===== config.mk =====
export PLATFORM = sky130hd
export DESIGN_NAME = uart_receiver_flat
export DESIGN_NICKNAME = d
export VERILOG_FILES = /design/src/rtl/uart_pkg.sv /design/src/rtl/uart_receiver_if.sv /design/src/rtl/uart_baud_tick.sv /design/src/rtl/uart_receiver.sv /design/src/flat_wrapper.sv
export SDC_FILE = /design/constraint.sdc
export NUM_CORES = 1
export LEC_CHECK = 0
export BUFFER_PORTS_ARGS = -buffer_cell sky130_fd_sc_hd__buf_2
export CORE_ASPECT_RATIO = 1.75
export CORE_MARGIN = 2
export CORE_UTILIZATION = 56
export CTS_CLUSTER_SIZE = 30
export DETAILED_ROUTE_END_ITERATION = 10
export HOLD_SLACK_MARGIN = 0.1
export MAX_ROUTING_LAYER = met4
export PLACE_DENSITY = 0.83
export SLEW_MARGIN = 20
export SYNTH_ARGS = -nofsm -noshare
export SYNTH_HDL_FRONTEND = slang
export SYNTH_HIERARCHICAL = 1
export SYNTH_SLANG_ARGS = --single-unit

===== constraint.sdc =====
create_clock -name clk -period 2.6 [get_ports clk]
set_input_delay 0.52 -clock clk [delete_from_list [all_inputs] [get_ports clk]]
set_output_delay 0.52 -clock clk [all_outputs]
set_load 0.02 [all_outputs]

===== src/rtl/uart_pkg.sv =====
// rtl/uart_pkg.sv - shared UART types, oversample constant and baud divisor helper
package uart_pkg;

    localparam int OVERSAMPLE = 16;
    localparam int DIV_W      = 16;

    typedef enum logic [2:0] {
        IDLE,
        START,
        DATA,
        STOP,
        BREAK
    } rx_state_t;

    // Rounded clocks per oversample tick; the transmitter uses the same rounding.
    function automatic int baud_div(input int clk_hz, input int baud);
        return (clk_hz + (baud * OVERSAMPLE) / 2) / (baud * OVERSAMPLE);
    endfunction

endpackage


===== src/rtl/uart_receiver_if.sv =====
// rtl/uart_receiver_if.sv - serial line, rate select and received-byte observables
interface uart_receiver_if;

    logic [1:0] baud_sel;
    logic       rx_serial;
    logic [7:0] rx_byte;
    logic       rx_valid;
    logic       rx_bussy;
    logic       rx_error;

    modport master (
        output baud_sel,
        output rx_serial,
        input  rx_byte,
        input  rx_valid,
        input  rx_bussy,
        input  rx_error
    );

    modport slave (
        input  baud_sel,
        input  rx_serial,
        output rx_byte,
        output rx_valid,
        output rx_bussy,
        output rx_error
    );

endinterface


===== src/rtl/uart_baud_tick.sv =====
// rtl/uart_baud_tick.sv - oversample tick generator with synchronous clear
module uart_baud_tick
    import uart_pkg::*;
(
    input  logic             clk,
    input  logic             rst,
    input  logic             clr,
    input  logic [DIV_W-1:0] div,
    output logic             tick
);

    logic [DIV_W-1:0] cnt;
    logic             wrap;

    assign wrap = (cnt == div - DIV_W'(1));

    // tick is registered, so it trails the terminal count by one clk
    always_ff @(posedge clk or negedge rst) begin
        if (!rst) begin
            cnt  <= '0;
            tick <= 1'b0;
        end else if (clr) begin
            cnt  <= '0;
            tick <= 1'b0;
        end else begin
            tick <= wrap;
            cnt  <= wrap ? '0 : cnt + DIV_W'(1);
        end
    end

endmodule


===== src/rtl/uart_receiver.sv =====
// rtl/uart_receiver.sv - 8N1 UART receive engine with 16x oversampling
module uart_receiver #(
    parameter int CLK_FREQ_HZ = 50_000_000,
    parameter int OVERSAMPLE  = 16,
    parameter int BAUD0       = 9600,
    parameter int BAUD1       = 19200,
    parameter int BAUD2       = 57600,
    parameter int BAUD3       = 115200
) (
    input  logic            clk,
    input  logic            rst,
    uart_receiver_if.slave  bus
);
    import uart_pkg::*;

    if (OVERSAMPLE != 16) begin : g_oversample_check
        $error("uart_receiver supports only 16x oversampling");
    end

    localparam logic [DIV_W-1:0] DIV0 = DIV_W'(baud_div(CLK_FREQ_HZ, BAUD0));
    localparam logic [DIV_W-1:0] DIV1 = DIV_W'(baud_div(CLK_FREQ_HZ, BAUD1));
    localparam logic [DIV_W-1:0] DIV2 = DIV_W'(baud_div(CLK_FREQ_HZ, BAUD2));
    localparam logic [DIV_W-1:0] DIV3 = DIV_W'(baud_div(CLK_FREQ_HZ, BAUD3));

    rx_state_t        state;
    rx_state_t        state_nx;
    logic             rx_meta;
    logic             rx_s;
    logic [1:0]       baud_q;
    logic [DIV_W-1:0] div_sel;
    logic             tick;
    logic [3:0]       os_cnt;
    logic [2:0]       bit_cnt;
    logic [7:0]       shift;

    logic             mid_tick;
    logic             end_tick;
    logic             start_det;
    logic             os_clr;
    logic             shift_en;
    logic             valid_d;
    logic             error_d;

    // Two-flop synchronizer, reset to the idle-high line level
    always_ff @(posedge clk or negedge rst) begin
        if (!rst) begin
            rx_meta <= 1'b1;
            rx_s    <= 1'b1;
        end else begin
            rx_meta <= bus.rx_serial;
            rx_s    <= rx_meta;
        end
    end

    always_comb begin
        case (baud_q)
            2'd0:    div_sel = DIV0;
            2'd1:    div_sel = DIV1;
            2'd2:    div_sel = DIV2;
            default: div_sel = DIV3;
        endcase
    end

    // Held in clear while idle so the first tick lands DIV clks after the start edge
    uart_baud_tick u_baud_tick (
        .clk  (clk),
        .rst  (rst),
        .clr  (state == IDLE),
        .div  (div_sel),
        .tick (tick)
    );

    assign mid_tick = tick && (os_cnt == 4'd7);
    assign end_tick = tick && (os_cnt == 4'd15);

    always_ff @(posedge clk or negedge rst) begin
        if (!rst) begin
            state <= IDLE;
        end else begin
            state <= state_nx;
        end
    end

    always_comb begin
        state_nx = state;
        case (state)
            IDLE:    if (!rx_s) state_nx = START;
            START:   if (mid_tick) state_nx = rx_s ? IDLE : DATA;
            DATA:    if (end_tick && (bit_cnt == 3'd7)) state_nx = STOP;
            STOP:    if (end_tick) state_nx = rx_s ? IDLE : BREAK;
            BREAK:   if (rx_s) state_nx = IDLE;
            default: state_nx = IDLE;
        endcase
    end

    always_comb begin
        start_det = 1'b0;
        os_clr    = 1'b0;
        shift_en  = 1'b0;
        valid_d   = 1'b0;
        error_d   = 1'b0;
        case (state)
            IDLE: begin
                start_det = !rx_s;
                os_clr    = !rx_s;
            end
            START:   os_clr   = mid_tick;
            DATA:    shift_en = end_tick;
            STOP: begin
                valid_d = end_tick && rx_s;
                error_d = end_tick && !rx_s;
            end
            default: ;
        endcase
    end

    always_ff @(posedge clk or negedge rst) begin
        if (!rst) begin
            baud_q       <= 2'd0;
            os_cnt       <= 4'd0;
            bit_cnt      <= 3'd0;
            shift        <= 8'h00;
            bus.rx_byte  <= 8'h00;
            bus.rx_valid <= 1'b0;
            bus.rx_error <= 1'b0;
            bus.rx_bussy <= 1'b0;
        end else begin
            if (start_det) begin
                baud_q  <= bus.baud_sel;
                bit_cnt <= 3'd0;
            end else if (shift_en) begin
                bit_cnt <= bit_cnt + 3'd1;
            end
            if (os_clr) begin
                os_cnt <= 4'd0;
            end else if (tick) begin
                os_cnt <= os_cnt + 4'd1;
            end
            // LSB arrives first, so each bit enters at the top and moves down
            if (shift_en) begin
                shift <= {rx_s, shift[7:1]};
            end
            if (valid_d) begin
                bus.rx_byte <= shift;
            end
            bus.rx_valid <= valid_d;
            bus.rx_error <= error_d;
            bus.rx_bussy <= (state != IDLE);
        end
    end

endmodule


===== src/flat_wrapper.sv =====
// flat-port wrapper written by rule: the top's interface ports become plain ports
module uart_receiver_flat import uart_pkg::*;
#(
    parameter int CLK_FREQ_HZ = 50_000_000,
    parameter int OVERSAMPLE  = 16,
    parameter int BAUD0       = 9600,
    parameter int BAUD1       = 19200,
    parameter int BAUD2       = 57600,
    parameter int BAUD3       = 115200
)
  (clk, rst, bus_baud_sel, bus_rx_serial, bus_rx_byte, bus_rx_valid, bus_rx_bussy, bus_rx_error);
  uart_receiver_if bus_i ();
  input  logic clk;
  input  logic rst;
  input wire logic [$bits(bus_i.baud_sel)-1:0] bus_baud_sel;
  input wire logic [$bits(bus_i.rx_serial)-1:0] bus_rx_serial;
  output wire logic [$bits(bus_i.rx_byte)-1:0] bus_rx_byte;
  output wire logic [$bits(bus_i.rx_valid)-1:0] bus_rx_valid;
  output wire logic [$bits(bus_i.rx_bussy)-1:0] bus_rx_bussy;
  output wire logic [$bits(bus_i.rx_error)-1:0] bus_rx_error;
  assign bus_i.baud_sel = bus_baud_sel;
  assign bus_i.rx_serial = bus_rx_serial;
  assign bus_rx_byte = bus_i.rx_byte;
  assign bus_rx_valid = bus_i.rx_valid;
  assign bus_rx_bussy = bus_i.rx_bussy;
  assign bus_rx_error = bus_i.rx_error;
  uart_receiver #(.CLK_FREQ_HZ(CLK_FREQ_HZ), .OVERSAMPLE(OVERSAMPLE), .BAUD0(BAUD0), .BAUD1(BAUD1), .BAUD2(BAUD2), .BAUD3(BAUD3)) u_core (.clk(clk), .rst(rst), .bus(bus_i));
endmodule

* Word-level counts from Yosys, hierarchy flattened
Cells that the tools add are included.
Cells by class: reduce and logical (&&, ||, !) cells 12, equality and inequality tests 15, mux-type cells 21, add/subtract/negate cells 4
Operators by type and width (number):
- 16-bit two-way mux | 2
- 9-bit one-hot mux with 3 select lines | 1
- 3-bit two-way mux | 8
- 16-bit by 1-bit adder with 16-bit output (second input constant) | 1
- 16-bit == test | 1
- 3-bit one-hot mux with 5 select lines | 1
- 9-bit by 1-bit subtractor with 10-bit output (second input constant) | 1
- 4-bit two-way mux | 2
- 2-bit by 1-bit inequality test with 1-bit output (second input constant) | 4
- 3-bit by 2-bit == test with 1-bit output (second input constant) | 2
- 3-bit == test (second input constant) | 2
- 1-bit logical AND | 5
- 1-bit two-way mux | 5
- 5-bit AND reduction | 1
- 4-bit by 1-bit adder with 4-bit output (second input constant) | 1
- 4-bit by 3-bit == test with 1-bit output (second input constant) | 1
- 4-bit == test (second input constant) | 1
- 2-bit nonzero test | 2
- 3-bit by 1-bit adder with 3-bit output (second input constant) | 1
- 3-bit by 1-bit == test with 1-bit output (second input constant) | 1
- 3-bit zero test | 1
- 3-bit nonzero test | 1
- 2-bit by 1-bit == test with 1-bit output (second input constant) | 1
- 2-bit == test (second input constant) | 1
- 5 further kinds | 5
Storage, ports and cells: output and inout port bits 11, flip-flop bits (word level) 50, word-level logic and storage cells 65

* Longest topological paths before layout
depth after elaboration 6, gate-level depth with buffers 13

* Hierarchy
The synthesis kept the hierarchy.
Modules (own cells, without submodules):
- uart_baud_tick | cells an instance 224, instances 1, area each 1773.0 um^2, sequential area each 425.4 um^2
- uart_receiver | cells an instance 116, instances 1, area each 1502.7 um^2, sequential area each 828.3 um^2

* Worst setup path after synthesis
No wires, ideal clock.
path type flip-flop to flip-flop, from reg u_core.baud_q[1], to reg u_core.u_baud_tick.cnt[10], path slack 0.168 ns, clock period less this slack 2.432 ns, data required time 2.482 ns, arrival 2.313 ns, setup time 0.118 ns, cell stages (with the launch flop) 12, cells stage by stage dfrtp_1 > inv_1 > ha_1 > or2_2 > inv_1 > ha_1 > xnor2_1 > a2111oi_4 > nand4_4 > or2_1 > buf_6 > a21o_1
Between the ends: word-level cells in the longest chain between the ends 6, elaborated cells on any way between the ends 8, those cells by class 1 x add/sub; 3 x eq/ne; 3 x mux; 1 x reduce/logical
Ends and longest elaborated chain:
- from (decl) | RTL line uart_receiver.sv:29 | logic [1:0] baud_q;
- from (signal assigned) | RTL line uart_receiver.sv:129 | baud_q <= bus.baud_sel;
- 2-bit == test, or another cell as far along | RTL line uart_receiver.sv:56 | case (baud_q)
- 9-bit one-hot mux with 3 select lines (*) | RTL line uart_receiver.sv:56
- net u_core.div_sel[7] | RTL line uart_receiver.sv:30 | logic [DIV_W-1:0] div_sel;
- 9-bit by 1-bit subtractor with 10-bit output (*) | RTL line uart_baud_tick.sv:15 | assign wrap = (cnt == div - DIV_W'(1));
- 16-bit == test (*) | RTL line uart_baud_tick.sv:15
- 16-bit two-way mux (*) | RTL line uart_baud_tick.sv:27 | cnt <= wrap ? '0 : cnt + DIV_W'(1);
- 16-bit two-way mux (*) | RTL line uart_baud_tick.sv:22 | end else if (clr) begin
- to (signal assigned) | RTL line uart_baud_tick.sv:27
- to (decl) | RTL line uart_baud_tick.sv:12 | logic [DIV_W-1:0] cnt;
The timed path passes the listed nets; every way through them passes the cells marked *. A chain may end at the register's enable or synchronous reset.

* Worst setup path in the final report
from reg u_core.baud_q[0], to reg u_core.u_baud_tick.cnt[6]
The elaborated chain is that of the path after synthesis.

==> results.toml <==
[status]
status = "completed"

[sta]
fmax_mhz = 402
period_needed_ns = 2.49
final.period_utilization_pct = 95.7
final_max_slew_viol_count = 0
fin_worst_skew_ns = 0.0125
relSlewSlack_pct = 59.7
tightestPinTransition_ns = 0.589
setup-tns-final_ns = 0
hold_viol_final = 0
holdWs_ns = 0.176
finalSetupViolCount = 0
rsz0062_at_grt = "no"

[synth]
yosysTopAreaCell = "dfrtp_1"
synth-simple-area-share_pct = 23.8
synthXorXnorAreaFrac_pct = 8.79
ys_seq_area_share_pct = 38.3
synth_edf_count = 0
async_flop_share_pct = 100
synth_top_family_by_area = "simple AND/OR/NAND/NOR gates"
yosys_warnings = 6
yosysMostFrequentCell = "dfrtp_1"
synth_adder_area_share_pct = 3.44
synth_top_flop_cell = "dfrtp_1"
synth_commonest_cells = "48 x dfrtp_1, 25 x nand3_1, 24 x nand2_1"
avgSynthCellArea_sq_um = 9.63
ys_ff_latch = 50
yosys-top-cells-area = "dfrtp_1 37%, xnor2_1 4.8%, nand3_1 3.8%"
synth_cells = 340
yosysTopAreaCellShare_pct = 36.7
syn_area_sq_um = 3280
synth_compound_area_share_pct = 13.4
synthMuxAreaShare_pct = 7.87
synthDistinctLibCells = 55

[setup_path]
crit_chain = "inv_1 -> ha_1 -> or2_2 -> xor2_1 -> o31ai_2 -> buf_4 -> nand4_4 -> or2_4 -> a21o_1"
worstSetupEndpointType = "flop"
arrival_ns = 2.69
path_class = "reg -> reg"
critPathMaxStageDelay_ns = 0.39
crit_path_start_kind = "flop"
crit_slowest_cell = "dfrtp_1"
cp.required_ns = 2.80
path_max_fanout = 7

[layout]
drive_gt1_share_pct = 19.5
stdcell_area_sq_um = 3690
nets = 393
n_antenna_cell = 0
final_cell_count_no_fill = 456
nFillCells = 475
area_growth_pct = 12.6

[pwr]
p_clk_share_pct = 38.1
leakage_nw = 1.81
sw_frac_of_total_pct = 25.0
power.switching_w = 0.000436
cellPowerDensity_nw_per_um2 = 472
p_int_w = 0.00131
seq_power_share_pct = 46.9
power_w = 0.00174
comb_power_share_pct = 15.0
ir_drop_v = 0.000771

[floorplanning]
die_h_microns = 105
core_area_sq_um = 5630
io_pins = 16
fp.dieArea_sq_um = 6500
die_w_microns = 61.8
row_count = 36
initial_utilization_pct = 58.2

[detailed_routing]
drt-initial-drc-count = 98
dr_wl_met3_microns = 289
routedWlPerCell_microns = 16.0
via_per_inst = 5.87
wl_mm = 7.31
antenna_left = 0
dr.pass1.iters = 5
wl_met1_mm = 2.74
route.met2.wl_mm = 3.92
top_layer = "met4"
drc = 0
vias = 2678

[placement]
place.gp.congestion = 0.856
dpl.cell_count = 448
placement.io_buffers = 15
dpl_cell_area_sq_um = 3540
post-dp-hpwl_mm = 5.37

[grt]
grt_max_degree = 27
grt.overflow.total = 0
grt_pass1_vias = 2682
grt_first_pass_wirelength_mm = 12.2
grtUsageTotal_pct = 25.5
antenna_found_initial = 0

[clock_network]
numCtsBuffers = 5
clockRootBuffer = "clkbuf_8"
postCtsHoldBufs = 0
htreeDepth = 2
cts_tree = "yes"
clock_latency_ns = 0.32
clk_path_buf_depth = 2
clock_sinks = 50
clkTransAtPathRegs_ns = 0.09

[min_path]
hold_class = "in -> async"

[run]
drv_cap = 0
[worst max-delay path: cells and delay by family, from the launching register on]
kind | cells | cell delay, ns
flip-flops | 1 | 0.39
buffers and inverters | 2 | 0.27
AND/OR/NAND/NOR | 3 | 0.84
AO/OA/AOI/OAI | 2 | 0.48
adder cells (fa/ha/maj) | 1 | 0.20
XOR/XNOR | 1 | 0.19
[sequential cells by signal (all words and copies together) (netlist names), 2 cells and up]
| name | flops |
|---|---|
| u_core/u_baud_tick/cnt | 16 |
| u_core/bus.rx_byte | 8 |
| u_core/shift | 8 |
| u_core/os_cnt | 4 |
| u_core/bit_cnt | 3 |
| u_core/state | 3 |
| u_core/baud_q | 2 |
[cell type report]
type / count / area [sq um] / area share, %
timing repair buffer: 28 / 173 / 4.68
inverter: 12 / 45.0 / 1.22
clock buffer: 6 / 82.6 / 2.24
clock inverter: 2 / 60.1 / 1.63
multi-input combinational: 282 / 1980 / 53.7
tap: 76 / 95.1 / 2.58
sequential: 50 / 1250 / 34.0
[cells by family after synthesis]
logic type / count (synthesis)
other: 2
multiplexers: 21
flip-flops: 50
AO/OA/AOI/OAI: 62
XOR/XNOR: 32
adder cells (fa/ha/maj): 9
buffers and inverters: 31
AND/OR/NAND/NOR: 133
[metrics by stage]
step | worst slack [ns] | util [%]
final | 0.111 | 65.5
after global routing | 0.0212 | 65.5
after CTS | 0.0246 | 65.3
after detailed placement | 0.0417 | 62.8
after global placement | 0.153 | 62.8
after floorplan | 0.168 | -
[metal layers]
layer,GRT usage (%),up-vias
li1,-,1276
met1,28.4,1283
met2,42.0,90
met3,3.84,29
met4,13.4,0
met5,-,-
[final timing paths]
kind	start	slack, ns	to	cells after the start
min in group clk	bus_rx_serial	0.31	u_core/rx_meta	1
max in group asynchronous	rst	1.62	u_core/rx_meta	2
worst min-delay path	rst	0.18	u_core/u_baud_tick/cnt[0]	1
worst max register to register	u_core/baud_q[0]	0.11	u_core/u_baud_tick/cnt[6]	9
worst min register to register	u_core/rx_meta	0.36	u_core/rx_s	0
worst max-delay path	u_core/baud_q[0]	0.11	u_core/u_baud_tick/cnt[6]	9
[cell usage in the layout, fill, tap and decap left out, drive strengths merged, types with 2 or more instances in the layout]
cell / synthesis / layout
a22o: 7 / 7
xnor2: 19 / 19
inv: 12 / 12
or3: 8 / 8
bufinv: 0 / 2
mux2i: 4 / 4
ha: 9 / 9
nand3: 25 / 25
xor2: 13 / 13
nand4: 9 / 9
clkbuf: 12 / 6
nand3b: 2 / 2
a21oi: 10 / 10
nor4: 8 / 8
nand2b: 2 / 2
nand4b: 2 / 2
a2111oi: 2 / 2
o21ai: 16 / 16
a21boi: 7 / 7
mux2: 17 / 17
conb: 2 / 25
dfrtp: 48 / 48
nor3: 9 / 9
dfstp: 2 / 2
a21o: 7 / 7
buf: 7 / 28
nor2b: 2 / 2
nor2: 22 / 22
o31ai: 6 / 6
or4: 9 / 9
nand2: 25 / 25
or2: 6 / 6
[power by group through the flow]
stage	Sequential (W)	Combinational [W]	Clock [W]
2_1_floorplan	0.000824	0.000183	0
3_3_place_gp	0.000829	0.000243	0
3_5_place_dp	0.000830	0.000253	0
4_1_cts	0.000815	0.000254	0.000681
5_1_grt	0.000817	0.000288	0.000704
6_report	0.000816	0.000261	0.000664
[timing repair]
action	CTS	global route
resized for setup	0	3
buffers inserted	0	0
setup endpoints to repair	0	11
No activity file was read; power rests on OpenSTA's default activity.
